===== src/rtl/prbs31_ber_check.sv =====
// rtl/prbs31_ber_check.sv - PRBS31 (x^31+x^28+1) bit-error-rate checker behind the 64-bit word aligner
module prbs31_ber_check #(
    parameter logic [63:0] SYNC_WORD  = 64'hF731_8CEF_137F_FEC8,
    parameter int          CNT_W      = 48,
    parameter int          LOSS_ERR   = 8,
    parameter int          LOSS_WORDS = 4
) (
    input  logic             clk,
    input  logic             rst,
    input  logic             phy_init,
    input  logic             clr,
    input  logic             aligned,
    input  logic             dipush,
    input  logic [63:0]      din,
    output logic             locked,
    output logic [CNT_W-1:0] bit_cnt,
    output logic [CNT_W-1:0] err_cnt,
    output logic [CNT_W-1:0] err_words,
    output logic             loss_evt
);

    typedef enum logic [1:0] {IDLE, HUNT, SEED, CHECK} state_t;

    state_t      state, state_nxt;
    logic [63:0] ref_word;
    logic [63:0] x1;
    logic        v1;
    logic [6:0]  pc1, pc2;
    logic        v2;
    logic [7:0]  bad_run;
    logic        bad2, loss;

    // t[] holds the stream in wire order (t[0] earliest); the new word extends it by 64 bits.
    function automatic logic [63:0] prbs_advance(input logic [63:0] cur);
        logic [127:0] t;
        logic [63:0]  res;
        t   = '0;
        res = '0;
        for (int i = 0; i < 64; i++) t[i] = cur[63-i];
        for (int j = 64; j < 128; j++) t[j] = t[j-31] ^ t[j-28];
        for (int j = 0; j < 64; j++) res[63-j] = t[64+j];
        return res;
    endfunction

    function automatic logic [6:0] popcount(input logic [63:0] x);
        logic [6:0] n;
        n = '0;
        for (int i = 0; i < 64; i++) n = n + 7'(x[i]);
        return n;
    endfunction

    function automatic logic [CNT_W-1:0] sat_add(input logic [CNT_W-1:0] a, input logic [CNT_W-1:0] b);
        logic [CNT_W:0] s;
        s = {1'b0, a} + {1'b0, b};
        return s[CNT_W] ? {CNT_W{1'b1}} : s[CNT_W-1:0];
    endfunction

    always_comb begin
        pc1       = popcount(x1);
        bad2      = v2 && (int'(pc2) > LOSS_ERR);
        state_nxt = state;
        loss      = 1'b0;
        case (state)
            IDLE:  if (aligned) state_nxt = HUNT;
            HUNT:  if (dipush && din == SYNC_WORD) state_nxt = SEED;
            SEED:  if (dipush) state_nxt = CHECK;
            CHECK: if (bad2 && int'(bad_run) == LOSS_WORDS - 1) begin
                       state_nxt = SEED;
                       loss      = 1'b1;
                   end
            default: state_nxt = IDLE;
        endcase
        // PHY_INIT outranks a dropped ALIGNED; neither counts as a lock-loss event.
        if (!aligned) begin
            state_nxt = IDLE;
            loss      = 1'b0;
        end
        if (phy_init) begin
            state_nxt = HUNT;
            loss      = 1'b0;
        end
    end

    always_ff @(posedge clk) begin
        if (rst) begin
            state     <= IDLE;
            ref_word  <= '0;
            x1        <= '0;
            v1        <= 1'b0;
            pc2       <= '0;
            v2        <= 1'b0;
            bad_run   <= '0;
            locked    <= 1'b0;
            loss_evt  <= 1'b0;
            bit_cnt   <= '0;
            err_cnt   <= '0;
            err_words <= '0;
        end else begin
            state    <= state_nxt;
            locked   <= (state_nxt == CHECK);
            loss_evt <= loss;

            x1 <= din ^ ref_word;
            v1 <= dipush && (state == CHECK);
            // Reference free-runs from its own state once seeded; received data never feeds it.
            if (dipush && (state == SEED || state == CHECK))
                ref_word <= prbs_advance((state == SEED) ? din : ref_word);

            pc2 <= pc1;
            v2  <= v1;

            if (state != CHECK || loss)
                bad_run <= '0;
            else if (v2)
                bad_run <= bad2 ? bad_run + 8'd1 : 8'd0;

            if (clr) begin
                bit_cnt   <= '0;
                err_cnt   <= '0;
                err_words <= '0;
            end else if (v1) begin
                bit_cnt <= sat_add(bit_cnt, CNT_W'(64));
                err_cnt <= sat_add(err_cnt, CNT_W'(pc1));
                if (pc1 != 7'd0) err_words <= sat_add(err_words, CNT_W'(1));
            end
        end
    end

endmodule

===== config.mk =====
export PLATFORM = sky130hd
export DESIGN_NAME = prbs31_ber_check
export DESIGN_NICKNAME = d
export VERILOG_FILES = /design/src/rtl/prbs31_ber_check.sv
export SDC_FILE = /design/constraint.sdc
export NUM_CORES = 1
export LEC_CHECK = 0
export CORE_MARGIN = 4
export CORE_UTILIZATION = 30
export CTS_BUF_LIST = sky130_fd_sc_hd__clkbuf_4
export DETAILED_ROUTE_END_ITERATION = 6
export PLACE_DENSITY = 0.47
export SLEW_MARGIN = 5
export SYNTH_ARGS = -nofsm -noshare
export SYNTH_HDL_FRONTEND = slang
export SYNTH_SLANG_ARGS = --single-unit

===== constraint.sdc =====
create_clock -name clk -period 17.9 [get_ports clk]
set_input_delay 3.58 -clock clk [delete_from_list [all_inputs] [get_ports clk]]
set_output_delay 3.58 -clock clk [all_outputs]
set_load 0.1 [all_outputs]

; Word level (Yosys, flattened, before mapping)
; Index checks and enable logic that the tools add are counted.
[totals]
reg_bits = 293
inputBits = 70
wordCells = 179
[classes]
add_sub_neg = 67
magnitude_cmp = 1
eq_ne = 7
n_mux = 15
bitwise = 65
n_reduce_logical = 12
[op_table]
columns = cell, count
row1 = 7-bit by 1-bit adder with 7-bit output, 57
row2 = 48-bit two-way mux, 3
row3 = "64-bit == test, second input constant", 1
row4 = 1-bit bitwise XOR, 64
row5 = 64-bit bitwise XOR, 1
row6 = "48-bit by 1-bit adder with 49-bit output, second input constant", 1
row7 = 48-bit by 7-bit adder with 49-bit output, 1
row8 = "48-bit by 7-bit adder with 49-bit output, second input constant", 1
row9 = 31-bit two-way mux, 1
row10 = 2-bit two-way mux, 5
row11 = "8-bit by 1-bit adder with 8-bit output, second input constant", 1
row12 = "8-bit by 3-bit == test with 1-bit output, second input constant", 1
row13 = 8-bit two-way mux, 1
row14 = 2-bit case mux with 4 select lines, 1
row15 = 6-bit by 1-bit adder with 7-bit output, 1
row16 = "7-bit by 4-bit greater-than comparator with 1-bit output, second input constant", 1
row17 = 7-bit nonzero test, 1
row18 = 5-bit by 1-bit adder with 6-bit output, 1
row19 = "2-bit == test, second input constant", 3
row20 = 4-bit by 1-bit adder with 5-bit output, 1
row21 = 1-bit logical AND, 5
row22 = 3-bit by 1-bit adder with 4-bit output, 1
row23 = 1-bit two-way mux, 4
row24 = 2-bit OR reduction, 2
row25 = 7 further kinds, 8

; Logic depth before layout (Yosys ltp)
[depth]
ltp_word = 65
mapped_depth = 30
ltp_nobuf = 29

; Worst setup path after synthesis
; No wires, ideal clock.
[synth_timing]
path_kind = reg-to-reg
from = register x1[53]
to = register err_cnt[37]
arrival_time_ns = 7.120
required_time_ns = 17.765
path_slack_ns = 10.646
stages_incl_launch_ff = 30
period_less_slack_ns = 7.254
cell_sequence = dfxtp_1 fa_1 inv_1 fa_1 inv_1 fa_1 inv_1 fa_1 inv_1 fa_1 inv_1 fa_1 fa_1 fa_1 inv_1 ha_1 fa_1 a21oi_1 inv_1 a21oi_1 o21bai_1 a21o_1 ha_1 o21a_1 o21ai_0 or4_4 buf_6 nor3_2 xnor2_1 o21ai_1
[synth_via]
elab_chain_len = 13
[synth_rtl]
columns = element, line_no
row1 = "start, declared", 26  ; logic [63:0] x1;
row2 = "start signal, assigned", 103  ; x1 <= din ^ ref_word;
row3 = 7-bit by 1-bit adder with 7-bit output (11 in series), 48  ; for (int i = 0; i < 64; i++) n = n + 7'(x[i]);
row4 = via pc1[6], 28  ; logic [6:0] pc1, pc2;
row5 = 48-bit by 7-bit adder with 49-bit output, 54  ; s = {1'b0, a} + {1'b0, b};
row6 = 48-bit two-way mux, 55  ; return s[CNT_W] ? {CNT_W{1'b1}} : s[CNT_W-1:0];
row7 = "end signal, assigned", 123  ; err_cnt <= sat_add(err_cnt, CNT_W'(pc1));
row8 = "end, declared", 17  ; output logic [CNT_W-1:0] err_cnt,
; The timed path passes the listed nets, and every way through them passes these cells.
; A chain may end at the register's enable or synchronous reset.

; Worst setup path in the final report
[layout_timing]
from = register x1[17]
to = register err_cnt[47]
[layout_via]
elab_chain_len = 49
[layout_rtl]
columns = element, line_no
row1 = 7-bit by 1-bit adder with 7-bit output (47 in series), 48
row2 = via pc1[5], 28
row3 = 48-bit by 7-bit adder with 49-bit output, 54
row4 = 48-bit two-way mux, 55
; The timed path passes the listed nets, and every way through them passes these cells.

==> impl_metrics.tcl <==
set metrics [dict create \
    wl_um 48040 \
    status "complete, no violations" \
    tightest_slew_ns 1.098 \
    grt_pass1_wl_um 74410 \
    postCtsSetupBuffers 0 \
    remaining_drc_errors 0 \
    hpwl_um 35970 \
    synth_area_leaders "dfxtp_1 38%, xnor2_1 10%, fa_1 7.2%, nor2_1 6.4%, a21oi_1 4.1%" \
    synth_seq_cells 288 \
    cts-buffers-inserted 85 \
    power.leakage_nw 6.983 \
    postSynthCellCount 1739 \
    clk_pin_slew_ns 0.06 \
    rows 82 \
    cts-root-buf "clkbuf_4" \
    grt_max_degree 95 \
    clockBufferDepth 3 \
    wl_per_cell_um 17.85 \
    path_class "reg2reg" \
    clock_skew_ns 0.05131 \
    h-tree-depth 3 \
    worst_slack_ns 10.11 \
    gp_congestion 0.8076 \
    first_iter_violations 704 \
    holdBufCountCts 0 \
    rsz0062_at_grt "false" \
    vias_per_cell 4.887 \
    irDropWorstVdd_v 0.0002841 \
    drive_above_1_share_pct 9.271 \
    timing.rr.end "err_cnt[47]$_SDFFE_PP0P_" \
    nFillCells 5239 \
    clk_latency_ns 0.79 \
    antenna_found_initial 1 \
    netlist.area_leader.share_pct 37.72 \
    worstPathArrival_ns 8.47 \
    synthesis.nets 1889 \
    die_w_um 233.7 \
    area.growth.synth_to_final_pct 24.46 \
    r2r_start "x1[17]$_SDFF_PP0_" \
    synth.distinct_cells 76 \
    fin_crit_sh_pct 43.53 \
    clock-sinks 288 \
    hp-class "reg2reg" \
    cts_tree "yes" \
    yosysWarningCount 0 \
    fmax_mhz 128.3 \
    finalHoldViolations 0 \
    synth_top_cell_by_area "dfxtp_1" \
    slew_violations 0 \
    grt_pass1_vias 13040 \
    die_h_um 233.7 \
    path_max_fanout 12 \
    crit_required_ns 18.58 \
    whs_endpoint "ref_word[32]$_SDFFE_PP0P_" \
    p_per_area_nw_per_um2 142.8 \
    slew_headroom_pct 26.59 \
    io_pins 216 \
    nNetsFinal 2112 \
    die_area_um2 54630 \
    rr_worst_depth 25 \
    numPortBuffers 215 \
    layout_commonest_cell "dfxtp_1" \
    final_cell_mix "288 x dfxtp_1, 259 x nor2_1, 214 x clkdlybuf4s50_1" \
    globalRouteTotalUtil_pct 17.34 \
    cts_resized 0 \
    netlist_area_um2 15290 \
    setup_viol 0 \
    drv_cap 0 \
    synthFlopType "dfxtp_1" \
    critPathLaunchType "flip-flop" \
    vias 13150 \
    hold-path-cell-count 2 \
    hp-start "ref_word[32]$_SDFFE_PP0P_" \
    synth_area_per_cell_um2 8.790 \
    fin_crit_ns 7.792 \
    async_reset_ff_share_pct 0 \
    grt_overflow 0 \
    post-place-ws_ns 10.10 \
    core_um2 50270 \
    end_kind "flip-flop" \
    reg2reg_slack_ns 10.11 \
    synth_edf_count 0 \
    initial_utilization_pct 30.41 \
    final.setup.tns_ns 0 \
    yosysSeqAreaShare_pct 37.72 \
    ant_nets 0 \
    drt-pass1-iter-count 5 \
]
==> cell usage after synthesis (all sizes together), types with 2 or more instances <==
| cell | instances |
|---|---|
| nor4b | 5 |
| a22oi | 11 |
| nor2b | 9 |
| nor3b | 4 |
| a311oi | 10 |
| a21o | 7 |
| o221a | 3 |
| nor3 | 47 |
| or3 | 4 |
| o21bai | 3 |
| o22ai | 2 |
| o211a | 2 |
| and4 | 18 |
| a21oi | 125 |
| nand3 | 57 |
| o21ai | 74 |
| ha | 25 |
| a211oi | 38 |
| nand2 | 86 |
| a32oi | 6 |
| buf | 28 |
| o21a | 5 |
| nand4b | 8 |
| a31oi | 14 |
| xor2 | 61 |
| or4 | 2 |
| and3 | 32 |
| a211o | 2 |
| clkbuf | 60 |
| nor2 | 260 |
| nand2b | 4 |
| nor4 | 15 |
| nand4 | 34 |
| or4b | 2 |
| dfxtp | 288 |
| fa | 55 |
| and2 | 13 |
| mux2i | 5 |
| inv | 102 |
| o31ai | 4 |
| nand3b | 2 |
| o211ai | 6 |
| a41oi | 9 |
| xnor2 | 181 |
==> metal layers <==
metal / vias to the layer above / track usage, % / wire (um)
li1: 6448 / - / -
met1: 6257 / 23.04 / 21780
met2: 353 / 27.50 / 22190
met3: 94 / 3.293 / 2408
met4: 0 / 7.612 / 1662
met5: - / 0 / 0
==> report_power, final <==
part	leakage, nW	internal [mW]	switching [mW]	total (mW)
combinational	4.02	0.587	0.832	1.42
sequential	2.34	0.661	0.00476	0.665
clock	0.623	0.344	0.290	0.633
total	6.98	1.59	1.13	2.72
==> per-stage QoR <==
stage                     util (%)  total power, mW  hold slack [ns]  area, um2  cells
after floorplan                  -            1.803           0.4488      15290   1739
after global placement       35.73            2.090           0.4542      17960   2547
after detailed placement     35.73            2.118           0.4662      17960   2547
after CTS                    37.83            2.776           0.4743      19020   2689
after global routing         37.84            2.994           0.5004      19020   2690
final                        37.84            2.717           0.4748      19020   2691
==> cell type report <==
cell class	count	area, um2	area share [%]
inverter	102	382.9	2.012
sequential	288	5766	30.31
tap	672	840.8	4.420
timing repair buffer	224	2217	11.65
multi-input combinational	1261	8756	46.02
clock buffer	118	885.9	4.656
clock inverter	24	171.4	0.9010
antenna	2	5.005	0.02631
==> logic make-up (layout without fill, tap and decap cells) <==
family | Yosys count | in the layout | share of synthesized area [%]
and+or+nand+nor | 606 | 606 | 20.10
AOI/OAI and AO/OA | 327 | 327 | 13.59
DFF | 288 | 288 | 37.72
xor gates and xnor gates | 242 | 242 | 13.87
buffers and inverters | 190 | 468 | 5.075
adders and majority gates | 80 | 80 | 9.249
muxes | 6 | 6 | 0.4011
other | 0 | 2 | 0
==> worst max path at each step <==
stage	start	end	slack (ns)	depth (start not counted)
final	x1[17]$_SDFF_PP0_	err_cnt[47]$_SDFFE_PP0P_	10.11	25
after global routing	x1[53]$_SDFF_PP0_	err_cnt[27]$_SDFFE_PP0P_	9.54	27
after CTS	x1[29]$_SDFF_PP0_	err_cnt[47]$_SDFFE_PP0P_	10.07	25
after detailed placement	x1[17]$_SDFF_PP0_	err_cnt[47]$_SDFFE_PP0P_	10.10	25
after global placement	x1[53]$_SDFF_PP0_	err_cnt[47]$_SDFFE_PP0P_	10.16	28
after floorplan	x1[53]$_SDFF_PP0_	err_cnt[37]$_SDFFE_PP0P_	10.65	29
==> critical path: stages, from the launching register on <==
cell,delay [ns]
dfxtp_1,0.31
fa_1,0.53
inv_1,0.05
fa_1,0.49
inv_1,0.05
fa_1,0.40
fa_1,0.54
inv_1,0.05
fa_1,0.46
fa_1,0.52
fa_1,0.53
fa_1,0.54
inv_1,0.08
ha_1,0.31
a211o_1,0.29
and3_1,0.17
nor3_2,0.30
inv_1,0.08
ha_1,0.36
o21a_1,0.14
o21a_1,0.12
o21ai_0,0.21
or4_4,0.61
nor2_1,0.14
mux2_2,0.34
nand3_1,0.07
==> registers in the layout (all words and copies together) (netlist names) <==
register   flops
err_cnt       48
pc2            7
bit_cnt       43
v2             1
locked         1
ref_word      64
v1             1
loss_evt       1
err_words     48
x1            64
state          2
bad_run        8
(Power assumes the default switching activity.)
